===== src/rtl/neokeon_decrypt_iter_if.sv =====
// Block-level bundle between the key/ciphertext register file, the Neokeon decryptor
// and the plaintext output buffer: valid/ready on the input side, valid/ack on the output side.
interface neokeon_decrypt_iter_if;
  logic         inValid;
  logic         outReady;
  logic [127:0] inKey;
  logic [127:0] inData;
  logic         outValid;
  logic         inAck;
  logic [127:0] outData;

  modport slave (
    input  inValid,
    input  inKey,
    input  inData,
    input  inAck,
    output outReady,
    output outValid,
    output outData
  );

  modport master (
    output inValid,
    output inKey,
    output inData,
    output inAck,
    input  outReady,
    input  outValid,
    input  outData
  );
endinterface


===== src/rtl/neokeon_decrypt_iter.sv =====
// Iterative Neokeon-128 decryption core: one round per clock, 16 rounds plus a final Theta.
// Optional macro NEOKEON_DEC_KEY_CACHE_EN retains the working key across blocks sharing a key.
module neokeon_decrypt_iter #(
  parameter int NR = 16,
  parameter int W  = 32
) (
  input logic                   inClk,
  input logic                   inRstN,
  neokeon_decrypt_iter_if.slave bus
);

  typedef enum logic [2:0] {
    IDLE     = 3'd0,
    KEYSCHED = 3'd1,
    ROUND    = 3'd2,
    FINAL    = 3'd3,
    DONE     = 3'd4
  } state_t;

  localparam int         BW         = 4 * W;
  localparam logic [3:0] LAST_ROUND = 4'(NR - 1);
  localparam logic [4:0] RC_FIRST   = 5'(NR);

  function automatic logic [W-1:0] rotl(input logic [W-1:0] x, input int n);
    return (x << n) | (x >> (W - n));
  endfunction

  function automatic logic [W-1:0] rotr(input logic [W-1:0] x, input int n);
    return (x >> n) | (x << (W - n));
  endfunction

  function automatic logic [BW-1:0] theta(input logic [BW-1:0] k, input logic [BW-1:0] s);
    logic [W-1:0] a0, a1, a2, a3, t;
    a0 = s[4*W-1:3*W];
    a1 = s[3*W-1:2*W];
    a2 = s[2*W-1:W];
    a3 = s[W-1:0];
    t  = a0 ^ a2;
    t  = t ^ rotl(t, 8) ^ rotr(t, 8);
    a1 = a1 ^ t;
    a3 = a3 ^ t;
    a0 = a0 ^ k[4*W-1:3*W];
    a1 = a1 ^ k[3*W-1:2*W];
    a2 = a2 ^ k[2*W-1:W];
    a3 = a3 ^ k[W-1:0];
    t  = a1 ^ a3;
    t  = t ^ rotl(t, 8) ^ rotr(t, 8);
    a0 = a0 ^ t;
    a2 = a2 ^ t;
    return {a0, a1, a2, a3};
  endfunction

  function automatic logic [BW-1:0] pi1(input logic [BW-1:0] s);
    return {s[4*W-1:3*W], rotl(s[3*W-1:2*W], 1), rotl(s[2*W-1:W], 5), rotl(s[W-1:0], 2)};
  endfunction

  function automatic logic [BW-1:0] pi2(input logic [BW-1:0] s);
    return {s[4*W-1:3*W], rotr(s[3*W-1:2*W], 1), rotr(s[2*W-1:W], 5), rotr(s[W-1:0], 2)};
  endfunction

  // Gamma is its own inverse, so the same nonlinear step serves both directions.
  function automatic logic [BW-1:0] gamma(input logic [BW-1:0] s);
    logic [W-1:0] a0, a1, a2, a3, tmp;
    a0  = s[4*W-1:3*W];
    a1  = s[3*W-1:2*W];
    a2  = s[2*W-1:W];
    a3  = s[W-1:0];
    a1  = a1 ^ (~a3 & ~a2);
    a0  = a0 ^ (a2 & a1);
    tmp = a3;
    a3  = a0;
    a0  = tmp;
    a2  = a2 ^ a0 ^ a1 ^ a3;
    a1  = a1 ^ (~a3 & ~a2);
    a0  = a0 ^ (a2 & a1);
    return {a0, a1, a2, a3};
  endfunction

  function automatic logic [BW-1:0] dec_round(input logic [BW-1:0] s, input logic [BW-1:0] k,
                                              input logic [7:0] c);
    logic [BW-1:0] x;
    x = theta(k, s);
    x[3*W+7:3*W] = x[3*W+7:3*W] ^ c;
    return pi2(gamma(pi1(x)));
  endfunction

  function automatic logic [7:0] rc_rom(input logic [4:0] idx);
    logic [7:0] c;
    case (idx)
      5'd0:    c = 8'h80;
      5'd1:    c = 8'h1B;
      5'd2:    c = 8'h36;
      5'd3:    c = 8'h6C;
      5'd4:    c = 8'hD8;
      5'd5:    c = 8'hAB;
      5'd6:    c = 8'h4D;
      5'd7:    c = 8'h9A;
      5'd8:    c = 8'h2F;
      5'd9:    c = 8'h5E;
      5'd10:   c = 8'hBC;
      5'd11:   c = 8'h63;
      5'd12:   c = 8'hC6;
      5'd13:   c = 8'h97;
      5'd14:   c = 8'h35;
      5'd15:   c = 8'h6A;
      5'd16:   c = 8'hD4;
      default: c = 8'h00;
    endcase
    return c;
  endfunction

  state_t        state, state_n;
  logic [3:0]    cnt, cnt_n;
  logic [BW-1:0] st, st_n;
  logic [BW-1:0] wk, wk_n;
  logic [BW-1:0] key_q, key_n;
  logic [BW-1:0] data_q, data_n;
  logic          valid_q, valid_n;
  logic          ready_q, ready_n;
  logic [7:0]    rc;
  logic [BW-1:0] round_out;
  logic [BW-1:0] final_out;
  logic          key_hit;

`ifdef NEOKEON_DEC_KEY_CACHE_EN
  logic cache_vld, cache_n;

  assign key_hit = cache_vld && (bus.inKey == key_q);
`else
  assign key_hit = 1'b0;
`endif

  // Round constant for the current cycle: descending from RC[NR], RC[0] in FINAL.
  always_comb begin
    if (state == FINAL) begin
      rc = rc_rom(5'd0);
    end else begin
      rc = rc_rom(RC_FIRST - {1'b0, cnt});
    end
  end

  // Datapath results for ROUND and FINAL cycles.
  always_comb begin
    round_out = dec_round(st, wk, rc);
    final_out = theta(wk, st);
    final_out[3*W+7:3*W] = final_out[3*W+7:3*W] ^ rc;
  end

  // Next-state and next-register logic.
  always_comb begin
    state_n = state;
    cnt_n   = cnt;
    st_n    = st;
    wk_n    = wk;
    key_n   = key_q;
    data_n  = data_q;
    valid_n = valid_q;
    ready_n = ready_q;
`ifdef NEOKEON_DEC_KEY_CACHE_EN
    cache_n = cache_vld;
`endif
    case (state)
      IDLE: begin
        if (bus.inValid && ready_q) begin
          key_n   = bus.inKey;
          st_n    = bus.inData;
          ready_n = 1'b0;
          cnt_n   = 4'd0;
`ifdef NEOKEON_DEC_KEY_CACHE_EN
          cache_n = key_hit;
`endif
          if (key_hit) begin
            state_n = ROUND;
          end else begin
            state_n = KEYSCHED;
          end
        end else begin
          state_n = IDLE;
        end
      end
      KEYSCHED: begin
        // Working key is Theta of K under a null key (K passed as the state).
        wk_n    = theta({BW{1'b0}}, key_q);
        cnt_n   = 4'd0;
        state_n = ROUND;
`ifdef NEOKEON_DEC_KEY_CACHE_EN
        cache_n = 1'b1;
`endif
      end
      ROUND: begin
        st_n  = round_out;
        cnt_n = cnt + 4'd1;
        if (cnt == LAST_ROUND) begin
          state_n = FINAL;
        end else begin
          state_n = ROUND;
        end
      end
      FINAL: begin
        st_n    = final_out;
        data_n  = final_out;
        valid_n = 1'b1;
        state_n = DONE;
      end
      DONE: begin
        if (bus.inAck) begin
          valid_n = 1'b0;
          ready_n = 1'b1;
          state_n = IDLE;
        end else begin
          state_n = DONE;
        end
      end
      default: begin
        valid_n = 1'b0;
        ready_n = 1'b1;
        state_n = IDLE;
      end
    endcase
  end

  // FSM state register.
  always_ff @(posedge inClk or negedge inRstN) begin
    if (!inRstN) begin
      state <= IDLE;
    end else begin
      state <= state_n;
    end
  end

  // Datapath, key and registered handshake outputs.
  always_ff @(posedge inClk or negedge inRstN) begin
    if (!inRstN) begin
      cnt     <= 4'd0;
      st      <= {BW{1'b0}};
      wk      <= {BW{1'b0}};
      key_q   <= {BW{1'b0}};
      data_q  <= {BW{1'b0}};
      valid_q <= 1'b0;
      ready_q <= 1'b1;
    end else begin
      cnt     <= cnt_n;
      st      <= st_n;
      wk      <= wk_n;
      key_q   <= key_n;
      data_q  <= data_n;
      valid_q <= valid_n;
      ready_q <= ready_n;
    end
  end

`ifdef NEOKEON_DEC_KEY_CACHE_EN
  // Cache validity: set once WK is derived, cleared by a key mismatch or reset.
  always_ff @(posedge inClk or negedge inRstN) begin
    if (!inRstN) begin
      cache_vld <= 1'b0;
    end else begin
      cache_vld <= cache_n;
    end
  end
`endif

  assign bus.outReady = ready_q;
  assign bus.outValid = valid_q;
  assign bus.outData  = data_q;

endmodule


===== src/flat_wrapper.sv =====
// flat-port wrapper written by rule: the top's interface ports become plain ports
module neokeon_decrypt_iter_flat 
#(
  parameter int NR = 16,
  parameter int W  = 32
)
  (inClk, inRstN, bus_inValid, bus_inKey, bus_inData, bus_inAck, bus_outReady, bus_outValid, bus_outData);
  neokeon_decrypt_iter_if bus_i ();
  input logic inClk;
  input logic inRstN;
  input wire logic [$bits(bus_i.inValid)-1:0] bus_inValid;
  input wire logic [$bits(bus_i.inKey)-1:0] bus_inKey;
  input wire logic [$bits(bus_i.inData)-1:0] bus_inData;
  input wire logic [$bits(bus_i.inAck)-1:0] bus_inAck;
  output wire logic [$bits(bus_i.outReady)-1:0] bus_outReady;
  output wire logic [$bits(bus_i.outValid)-1:0] bus_outValid;
  output wire logic [$bits(bus_i.outData)-1:0] bus_outData;
  assign bus_i.inValid = bus_inValid;
  assign bus_i.inKey = bus_inKey;
  assign bus_i.inData = bus_inData;
  assign bus_i.inAck = bus_inAck;
  assign bus_outReady = bus_i.outReady;
  assign bus_outValid = bus_i.outValid;
  assign bus_outData = bus_i.outData;
  neokeon_decrypt_iter #(.NR(NR), .W(W)) u_core (.inClk(inClk), .inRstN(inRstN), .bus(bus_i));
endmodule

===== config.mk =====
export PLATFORM = sky130hd
export DESIGN_NAME = neokeon_decrypt_iter_flat
export DESIGN_NICKNAME = d
export VERILOG_FILES = /design/src/rtl/neokeon_decrypt_iter_if.sv /design/src/rtl/neokeon_decrypt_iter.sv /design/src/flat_wrapper.sv
export SDC_FILE = /design/constraint.sdc
export NUM_CORES = 1
export LEC_CHECK = 0
export BUFFER_PORTS_ARGS = -buffer_cell sky130_fd_sc_hd__buf_4
export CORE_MARGIN = 1
export CORE_UTILIZATION = 52
export CTS_CLUSTER_SIZE = 40
export DETAILED_ROUTE_END_ITERATION = 8
export GPL_TIMING_DRIVEN = 0
export PLACE_DENSITY = 0.79
export SYNTH_ARGS = -nofsm -noshare
export SYNTH_HDL_FRONTEND = slang
export SYNTH_SLANG_ARGS = --single-unit

===== constraint.sdc =====
create_clock -name inClk -period 4.6 [get_ports inClk]
set_input_delay 0.92 -clock inClk [delete_from_list [all_inputs] [get_ports inClk]]
set_output_delay 0.92 -clock inClk [all_outputs]
set_load 0.05 [all_outputs]

# --- Yosys cells after proc, flatten, opt, wreduce, memory -nomap -nowiden ---
# Memory sizes are Yosys's and may differ from the RTL's.
# Cells that the tools add are included.
totals:
  out_inout_bits: 130
  ff_bits: 521
  mem_bits_ro: 256
  mem_count: 1
memory_table:
  columns: ["memory", "words", "width", "read_ports", "rd_clocked_by_memory_dff", "wr", "line", "text"]
  rows:
  - ["(name not given)", 32, 8, 1, 0, 0, "neokeon_decrypt_iter.sv:89", "case (idx)"]
op_classes:
  n_bitwise: 56
  reduce_logical: 11
  eq_ne: 7
  n_mux: 14
  addsub: 2
op_table:
  columns: ["op", "n"]
  rows:
  - ["$xor 32x32->32", 31]
  - ["$pmux 128 s3", 1]
  - ["$and 32x32->32", 4]
  - ["$mux 128", 1]
  - ["$not 32->32", 4]
  - ["$or 24x32->32", 4]
  - ["$or 32x8->32", 4]
  - ["$or 27x32->32", 1]
  - ["$or 30x32->32", 1]
  - ["$or 31x32->32", 1]
  - ["$or 32x1->32", 1]
  - ["$or 32x2->32", 1]
  - ["$or 32x5->32", 1]
  - ["$pmux 3 s5", 1]
  - ["$pmux 4 s3", 1]
  - ["$mux 8", 1]
  - ["$reduce_and 2->1", 4]
  - ["$xor 8x8->8", 1]
  - ["$eq 3x2->1 const B", 2]
  - ["$pmux 1 s3", 2]
  - ["$reduce_bool 3->1", 2]
  - ["$reduce_or 3->1", 2]
  - ["$mux 1", 5]
  - ["$sub 5x4->5 const A", 1]
  - ["12 further kinds", 13]

# --- Depth between registers and ports, before layout ---
# Gate-level depths: netlist of the first run.
depth:
  ltp_word: 24
  depth_mapped: 12

# --- Least setup slack after synthesis of the first run ---
# OpenSTA, ideal clock, no wires.
synth_timing:
  path_kind: "flip-flop to flip-flop"
  startpoint: "register u_core.cnt[0]"
  endpoint: "register u_core.st[102]"
  t_required_ps: 4480
  path_stages_with_launch: 13
  t_arrival_ps: 3214
  period_less_slack_ps: 3333
  slack_ps: 1267
  cell_sequence: "dfrtp_1 > clkbuf_1 > inv_1 > ha_1 > clkbuf_1 > xnor2_1 > nor2_1 > o311ai_0 > nand4_1 > xor2_4 > xnor2_1 > or3_1 > and3_1"
synth_between:
  elab_chain_len: 12
synth_lines:
  columns: ["element", "line", "text"]
  rows:
  - ["start: declaration", "neokeon_decrypt_iter.sv:113", "logic [3:0] cnt, cnt_n;"]
  - ["start signal: assignment", "neokeon_decrypt_iter.sv:242", "cnt <= cnt_n;"]
  - ["$sub 5x4->5 *", "neokeon_decrypt_iter.sv:138", "rc = rc_rom(RC_FIRST - {1'b0, cnt});"]
  - ["$mem_v2 32x8 *", null, null]
  - ["$mux 8 *", "neokeon_decrypt_iter.sv:135", "if (state == FINAL) begin"]
  - ["$xor 8x8->8 *", "neokeon_decrypt_iter.sv:83, neokeon_decrypt_iter.sv:146", null]
  - ["$xor 32x32->32", "neokeon_decrypt_iter.sv:69", "a0 = a0 ^ (a2 & a1);"]
  - ["$xor 32x32->32", "neokeon_decrypt_iter.sv:73", "a2 = a2 ^ a0 ^ a1 ^ a3;"]
  - ["$not 32->32", "neokeon_decrypt_iter.sv:74", "a1 = a1 ^ (~a3 & ~a2);"]
  - ["$and 32x32->32", "neokeon_decrypt_iter.sv:74", null]
  - ["$xor 32x32->32", "neokeon_decrypt_iter.sv:74", null]
  - ["$and 32x32->32", "neokeon_decrypt_iter.sv:75", "a0 = a0 ^ (a2 & a1);"]
  - ["$xor 32x32->32", "neokeon_decrypt_iter.sv:75", null]
  - ["$pmux 128 s3 *", "neokeon_decrypt_iter.sv:162", "case (state)"]
  - ["end signal: assignment", "neokeon_decrypt_iter.sv:235", "st <= {BW{1'b0}};"]
  - ["end signal: assignment", "neokeon_decrypt_iter.sv:243", "st <= st_n;"]
  - ["end: declaration", "neokeon_decrypt_iter.sv:114", "logic [BW-1:0] st, st_n;"]
# Mark *: on every way between the ends. The rest lies on a longest branch, timed or not.
# A chain may end at the register's enable or synchronous reset.

# --- Final worst setup path of the first run ---
layout_timing:
  startpoint: "register u_core.state[1]"
  endpoint: "register u_core.key_q[122]"
layout_between:
  elab_chain_len: 2
layout_lines:
  columns: ["element", "line", "text"]
  rows:
  - ["start: declaration", "neokeon_decrypt_iter.sv:112", "state_t state, state_n;"]
  - ["start signal: assignment", "neokeon_decrypt_iter.sv:227", "state <= state_n;"]
  - ["$logic_not 3->1", "neokeon_decrypt_iter.sv:162", null]
  - ["$reduce_and 2->1 (no source line)", null, null]
  - ["end signal: assignment", "neokeon_decrypt_iter.sv:237", "key_q <= {BW{1'b0}};"]
  - ["end signal: assignment", "neokeon_decrypt_iter.sv:245", "key_q <= key_n;"]
  - ["end: declaration", "neokeon_decrypt_iter.sv:116", "logic [BW-1:0] key_q, key_n;"]
# No other way between the ends.

==> metrics.cfg, run 1 <==
[clock_tree]
cts_setup_buffers=0
cts-resized-gates=0
clock_latency_ns=0.65
cts_tree=built
clkSinkCount=521
worst_setup_hold_path_clk_slew_ns=0.07
cts.hold.buffers_added=0
cts_inserted_buffers=56
cts_root_buffer_type=sky130_fd_sc_hd__clkbuf_16
clock_tree.htree_level_count=2
clock_tree.buffer_depth=3

[global_routing]
vias_in_the_first_global_route=28500
wire_length_of_the_first_global_routing_pass_mm=198
globalRouteTotalUtil=0.436
grt.overflow.total=0
initial_antenna_violation_count=3
grt_start_max_net_pins=124

[timing]
timing.final.crit_share=1.01
setup_ws_ns=-0.0412
setup_repair_after_global_routing_missed_its_margin=no
clock.fmax_ghz=0.215
setup_total_negative_slack_ns=-0.132
timing.final.max_slew_violations=0
tightest_slew_margin_relative_to_the_limit=0.0552
final.setup_skew_ns=0.0270
setup_viol_count_final=7
final.min_clock_period_ns=4.64
hold_violations=0
tightest_slew_ns=1.41

[synth]
netlist_top_cells_area=sky130_fd_sc_hd__dfrtp_1, sky130_fd_sc_hd__xnor2_1, sky130_fd_sc_hd__nand2_1
post-synth-top-count-cell=sky130_fd_sc_hd__nand2_1
synth-seq-cells=521
most_frequent_cells_after_synthesis=sky130_fd_sc_hd__nand2_1, sky130_fd_sc_hd__dfrtp_1, sky130_fd_sc_hd__xnor2_1, sky130_fd_sc_hd__o21ai_0, sky130_fd_sc_hd__xor2_1
synth_async_sr_flop_share=1.00
synth.cell_area_mm2=0.0332
synth.yosys.seq_area_share=0.393
synthesis.nets=3913
synthDominantAreaCellType=sky130_fd_sc_hd__dfrtp_1
netlist_instances=3615
synth_top_area_frac=0.392
yosysWarningCount=0
ys_dominant_reg_cell=sky130_fd_sc_hd__dfrtp_1
syn-mean-instance-area_um2=9.17
ys_types=69
synth-edff-count=0

[route]
routed-via-count=30400
drcViolationCount=0
routed_via_density=6.14
drt_pre_antenna_iters=6
drtIter0Drc=4007
wire_per_inst_um=28.9
postRouteWirelength_mm=143
ant_nets=0

[critical_path]
crit_top_cell=sky130_fd_sc_hd__clkbuf_1
start_kind=register
crit_path_top_delay_cell=sky130_fd_sc_hd__nor2_1
source_of_the_critical_timing_path=u_core.state[1]
path_max_fanout=10
timing.critical_path.arrival_ns=5.21
worst_ep_required_time_ns=5.17
criticalPathCategory=reg -> reg
launch_instance_of_the_worst_register_to_register_path=u_core.state[1]
worst_setup_path_end_kind=register
cpPeakStageDelay_ns=0.97
timing.critical_path.cells=clkbuf_1 -> clkinv_1 -> a21o_1 -> nor2_1 -> clkbuf_1 -> clkbuf_1 -> nand2_1 -> nand2_1

[placed_design]
place.port_buffers=389
hpwlAfterDp_mm=112
dp_slack_ns=0.200
gp_congestion=1.12

[layout]
area.sequential_mm2=0.0130
final_layout_size_suffix_gt1_frac=0.137
multi_input_area_mm2=0.0192
num-fill-cells=5428
finish.net_count=4364
syn_to_final_growth_pct=18.2

[die]
boundaryPins=390
core_region_area_mm2=0.0631
die_area_mm2=0.0648
start_util=0.526
die_h_um=255
standard_cell_rows=92
floorplan.die.width_um=255

[job]
maxCapViolations=0

[hold_path]
hold_path_class=in -> async

[status]
result_of_the_run=finished, violations left
failed_checks=negative setup slack

-- per-layer routing --
metal	up-vias	share of wire	track usage	wire length, um
li1	13000	-	-	-
met1	14600	0.37	0.557	52300
met2	2289	0.41	0.627	58800
met3	530	0.14	0.148	20200
met4	6	0.082	0.290	11700
met5	-	0.00028	0	40
-- layout make-up --
class / count / area share
clock inverter: 28 / 0.00709
tap: 846 / 0.0270
multi-input combinational: 2857 / 0.491
sequential: 521 / 0.333
inverter: 56 / 0.00536
timing repair buffer: 393 / 0.0775
clock buffer: 76 / 0.0418
antenna: 1 / 0.0000639
buffer: 181 / 0.0174
-- stage by stage --
| step | cells | hold WS (ns) | utilization | cell area, um2 |
|---|---|---|---|---|
| 2_1_floorplan | 3615 | 0.469 | - | 33200 |
| 3_3_place_gp | 4850 | 0.464 | 0.589 | 37100 |
| 5_1_grt | 4958 | 0.356 | 0.621 | 39200 |
| 3_5_place_dp | 4854 | 0.469 | 0.591 | 37300 |
| 4_1_cts | 4958 | 0.326 | 0.621 | 39200 |
| 6_report | 4959 | 0.305 | 0.621 | 39200 |
-- registers in the layout, summed over array words and instances (netlist names) --
name and cells:
u_core.bus.outData 128, u_core.key_q 128, u_core.st 128, u_core.wk 128, u_core.cnt 4, u_core.state 3, u_core.bus.outReady 1, u_core.bus.outValid 1
-- path summary, 6_finish.rpt --
| kind | endpoint | cells past startpoint | slack (ns) |
|---|---|---|---|
| setup / recovery | u_core.key_q[122] | 8 | -0.04 |
| hold / removal | u_core.key_q[24] | 1 | 0.31 |
| setup reg to reg | u_core.key_q[122] | 8 | -0.04 |
| hold reg to reg | u_core.bus.outData[106] | 2 | 0.48 |
| max in group asynchronous | u_core.bus.outData[110] | 3 | 2.68 |
| min in group inClk | u_core.key_q[28] | 3 | 0.47 |
-- logic make-up (layout without fill, tap and decap cells) --
family | count (synthesis) | after routing | synth area share
flops | 521 | 521 | 0.393
other cells | 0 | 1 | 0
fa+ha+maj | 38 | 38 | 0.0143
buf+inv | 237 | 734 | 0.0269
mux | 48 | 48 | 0.0151
compound gates | 709 | 709 | 0.132
xor+xnor | 876 | 876 | 0.277
simple gates | 1186 | 1186 | 0.142
-- critical path: cells and delay by family, from the launching register on --
family                 cells  cell delay, ns
AOI/OAI and AO/OA          1            0.41
buffers and inverters      4            2.38
DFF                        1            0.55
and+or+nand+nor            3            1.21
-- cells in the final DEF, fill, tap and decap left out, drive strengths merged, types with 38 or more instances in the layout --
| master | synthesis | routed |
|---|---|---|
| a21oi | 128 | 128 |
| buf | 13 | 406 |
| clkbuf | 168 | 244 |
| dfrtp | 520 | 520 |
| ha | 38 | 38 |
| inv | 55 | 63 |
| nand2 | 805 | 805 |
| nand3 | 41 | 41 |
| nor2 | 267 | 267 |
| o21ai | 329 | 329 |
| xnor2 | 520 | 520 |
| xnor3 | 61 | 61 |
| xor2 | 271 | 271 |
Power of run 1 is left out: the tool's default activity adds up to more than one toggle a clock period on the data nets, which glitch-free logic cannot reach.
==> run 2, diff against run 1 <==
--- a/config.mk
+++ b/config.mk
@@ -6,11 +6,11 @@
 export NUM_CORES = 1
 export LEC_CHECK = 0
-export BUFFER_PORTS_ARGS = -buffer_cell sky130_fd_sc_hd__buf_4
 export CORE_MARGIN = 1
 export CORE_UTILIZATION = 52
 export CTS_CLUSTER_SIZE = 40
 export DETAILED_ROUTE_END_ITERATION = 8
+export DONT_BUFFER_PORTS = 1
 export GPL_TIMING_DRIVEN = 0
-export PLACE_DENSITY = 0.79
+export PLACE_DENSITY = 0.74
 export SYNTH_ARGS = -nofsm -noshare
 export SYNTH_HDL_FRONTEND = slang
==> constraint.sdc (replaced) <==
create_clock -name inClk -period 4.6 [get_ports inClk]
set_input_delay 1.38 -clock inClk [delete_from_list [all_inputs] [get_ports inClk]]
set_output_delay 1.38 -clock inClk [all_outputs]
set_load 0.05 [all_outputs]
==> run 2 against run 1 <==
Against the previous run:
- the run ends with max-capacitance violations, max-slew violations left
- core utilization decreased by 4.2 points
- register-to-register slack improved by 0.14 ns
- critical path depth increased by 2
- first-iteration DRC count decreased by 6.8%
- count of clock-buffer cells in the layout increased by 6
- design area decreased by 6.8%
- highest routed layer unchanged
==> metrics.cfg, run 2 (synthesis gave the netlist of run 1 again) <==
[clock_tree]
clkSinkCount=521  ; unchanged
cts_setup_buffers=0  ; unchanged
worst_setup_hold_path_clk_slew_ns=0.06  ; about the same
clock_tree.buffer_depth=3  ; unchanged
cts_tree=built
cts_inserted_buffers=60  ; +7.1%
clock_latency_ns=0.67  ; +0.02 ns
cts_root_buffer_type=sky130_fd_sc_hd__clkbuf_16
clock_tree.htree_level_count=2  ; unchanged

[timing]
final.setup_skew_ns=0.0376  ; +0.0106 ns
tightest_slew_ns=3.32  ; +1.91 ns
timing.final.crit_share=0.978  ; -0.0311
setup_viol_count_final=0  ; -7
tightest_slew_margin_relative_to_the_limit=-1.21  ; -1.27
final.min_clock_period_ns=4.50  ; -0.143 ns
hold_violations=0  ; unchanged
setup_total_negative_slack_ns=0  ; +0.132 ns
clock.fmax_ghz=0.222  ; +3.2%
timing.final.max_slew_violations=394  ; +394
setup_repair_after_global_routing_missed_its_margin=no

[route]
ant_nets=0  ; unchanged
postRouteWirelength_mm=142  ; -0.44%
routed-via-count=28700  ; -5.5%
wire_per_inst_um=31.0  ; +7.6%
drt_pre_antenna_iters=6  ; unchanged
drtIter0Drc=3736  ; -6.8%
drcViolationCount=0  ; unchanged
routed_via_density=6.26  ; +2.1%

[global_routing]
vias_in_the_first_global_route=26500  ; -6.8%
globalRouteTotalUtil=0.433  ; -0.00250
initial_antenna_violation_count=23  ; +20
wire_length_of_the_first_global_routing_pass_mm=194  ; -1.6%
grt.overflow.total=0  ; unchanged
grt_start_max_net_pins=522  ; +320%

[critical_path]
criticalPathCategory=reg -> reg
crit-reg2reg-capture=u_core.st[69]
r2r.worst_path.cells=10  ; +2
source_of_the_critical_timing_path=u_core.state[1]
start_kind=register
launch_instance_of_the_worst_register_to_register_path=u_core.state[1]
timing.critical_path.arrival_ns=5.08  ; -0.13 ns
reg2reg_setup_slack_ns=0.10  ; +0.14 ns
path_max_fanout=10  ; unchanged
worst_setup_path_end_kind=register
worst_ep_required_time_ns=5.19  ; +0.02 ns
cp-endpoint=u_core.st[69]

[status]
failed_checks=max-capacitance violations, max-slew violations
result_of_the_run=finished, violations left

[placed_design]
hpwlAfterDp_mm=111  ; -0.15%
place.port_buffers=0  ; -100%
gp_congestion=1.09  ; -2.9%

[die]
boundaryPins=390  ; unchanged
core_region_area_mm2=0.0631  ; unchanged
floorplan.die.width_um=255  ; unchanged
die_area_mm2=0.0648  ; unchanged
standard_cell_rows=92  ; unchanged
die_h_um=255  ; unchanged
start_util=0.526  ; unchanged

[hold_path]
hold_path_class=in -> async

[layout]
final_layout_size_suffix_gt1_frac=0.0478  ; -0.0894
layout_common_cells=sky130_fd_sc_hd__nand2_1, sky130_fd_sc_hd__dfrtp_1, sky130_fd_sc_hd__xnor2_1
num-fill-cells=5754  ; +6.0%
finish.net_count=3975  ; -8.9%
syn_to_final_growth_pct=10.1
final_common_cell=sky130_fd_sc_hd__nand2_1

[job]
maxCapViolations=1  ; +1

-- run 2: cell count changes in the layout (fill, tap and decap cells not counted), sizes merged --
cell	delta
diode	+16
inv	-5
bufinv	+9
clkinvlp	-3
clkbuf	+6
buf	-393
-- run 2: worst min path at each step --
stage / from / endpoint / slack, ns
2_1_floorplan: u_core.wk[100] / u_core.wk[100] / 0.47
3_3_place_gp: u_core.st[91] / u_core.st[91] / 0.49
3_5_place_dp: u_core.wk[126] / u_core.wk[126] / 0.49
4_1_cts: inRstN / u_core.bus.outData[99] / 0.44
5_1_grt: inRstN / u_core.bus.outData[102] / 0.43
6_report: inRstN / u_core.bus.outData[4] / 0.42
-- run 2: area by class of cell --
cell class,instances,area [um2],share of cell area
multi-input combinational,2857,19300,0.527
sequential,521,13000,0.357
clock buffer,82,1730,0.0472
tap,846,1060,0.0290
buffer,181,681,0.0186
clock inverter,29,502,0.0137
inverter,56,210,0.00576
antenna,17,42.5,0.00116
-- run 2: per-layer routing --
metal,global-route usage,vias to the layer above,routed length [um]
li1,-,12200,-
met1,0.554,13900,51900
met2,0.633,2096,59900
met3,0.145,514,19900
met4,0.269,20,10700
met5,0,-,160
-- run 2: metrics by stage --
stage | hold slack [ns] | utilization | instance area, um2 | setup WS [ns] | std cells
4_1_cts | 0.442 | 0.578 | 36500 | 0.0772 | 4572
6_report | 0.422 | 0.579 | 36500 | 0.102 | 4589
5_1_grt | 0.430 | 0.579 | 36500 | 0.0761 | 4579
2_1_floorplan | 0.469 | - | 33200 | 1.27 | 3615
3_3_place_gp | 0.486 | 0.543 | 34200 | -0.110 | 4461
3_5_place_dp | 0.493 | 0.543 | 34200 | -0.122 | 4461
-- run 2: what timing repair did --
action / CTS / global route
setup endpoints to repair: 1 / 7
gates resized for setup: 1 / 4
cloned: 0 / 0
hold buffers: 0 / 0
-- run 2: worst max-delay path, stage by stage, from the launching register on --
cell	delay (ns)
sky130_fd_sc_hd__dfrtp_1	0.48
sky130_fd_sc_hd__clkbuf_1	0.45
sky130_fd_sc_hd__clkinv_1	0.47
sky130_fd_sc_hd__nor2_1	0.23
sky130_fd_sc_hd__clkbuf_1	0.68
sky130_fd_sc_hd__nand2_1	0.18
sky130_fd_sc_hd__clkbuf_1	0.55
sky130_fd_sc_hd__clkbuf_1	0.68
sky130_fd_sc_hd__a21oi_1	0.31
sky130_fd_sc_hd__nand3_1	0.18
sky130_fd_sc_hd__a31oi_1	0.17
Power of run 2 is left out for the same reason.
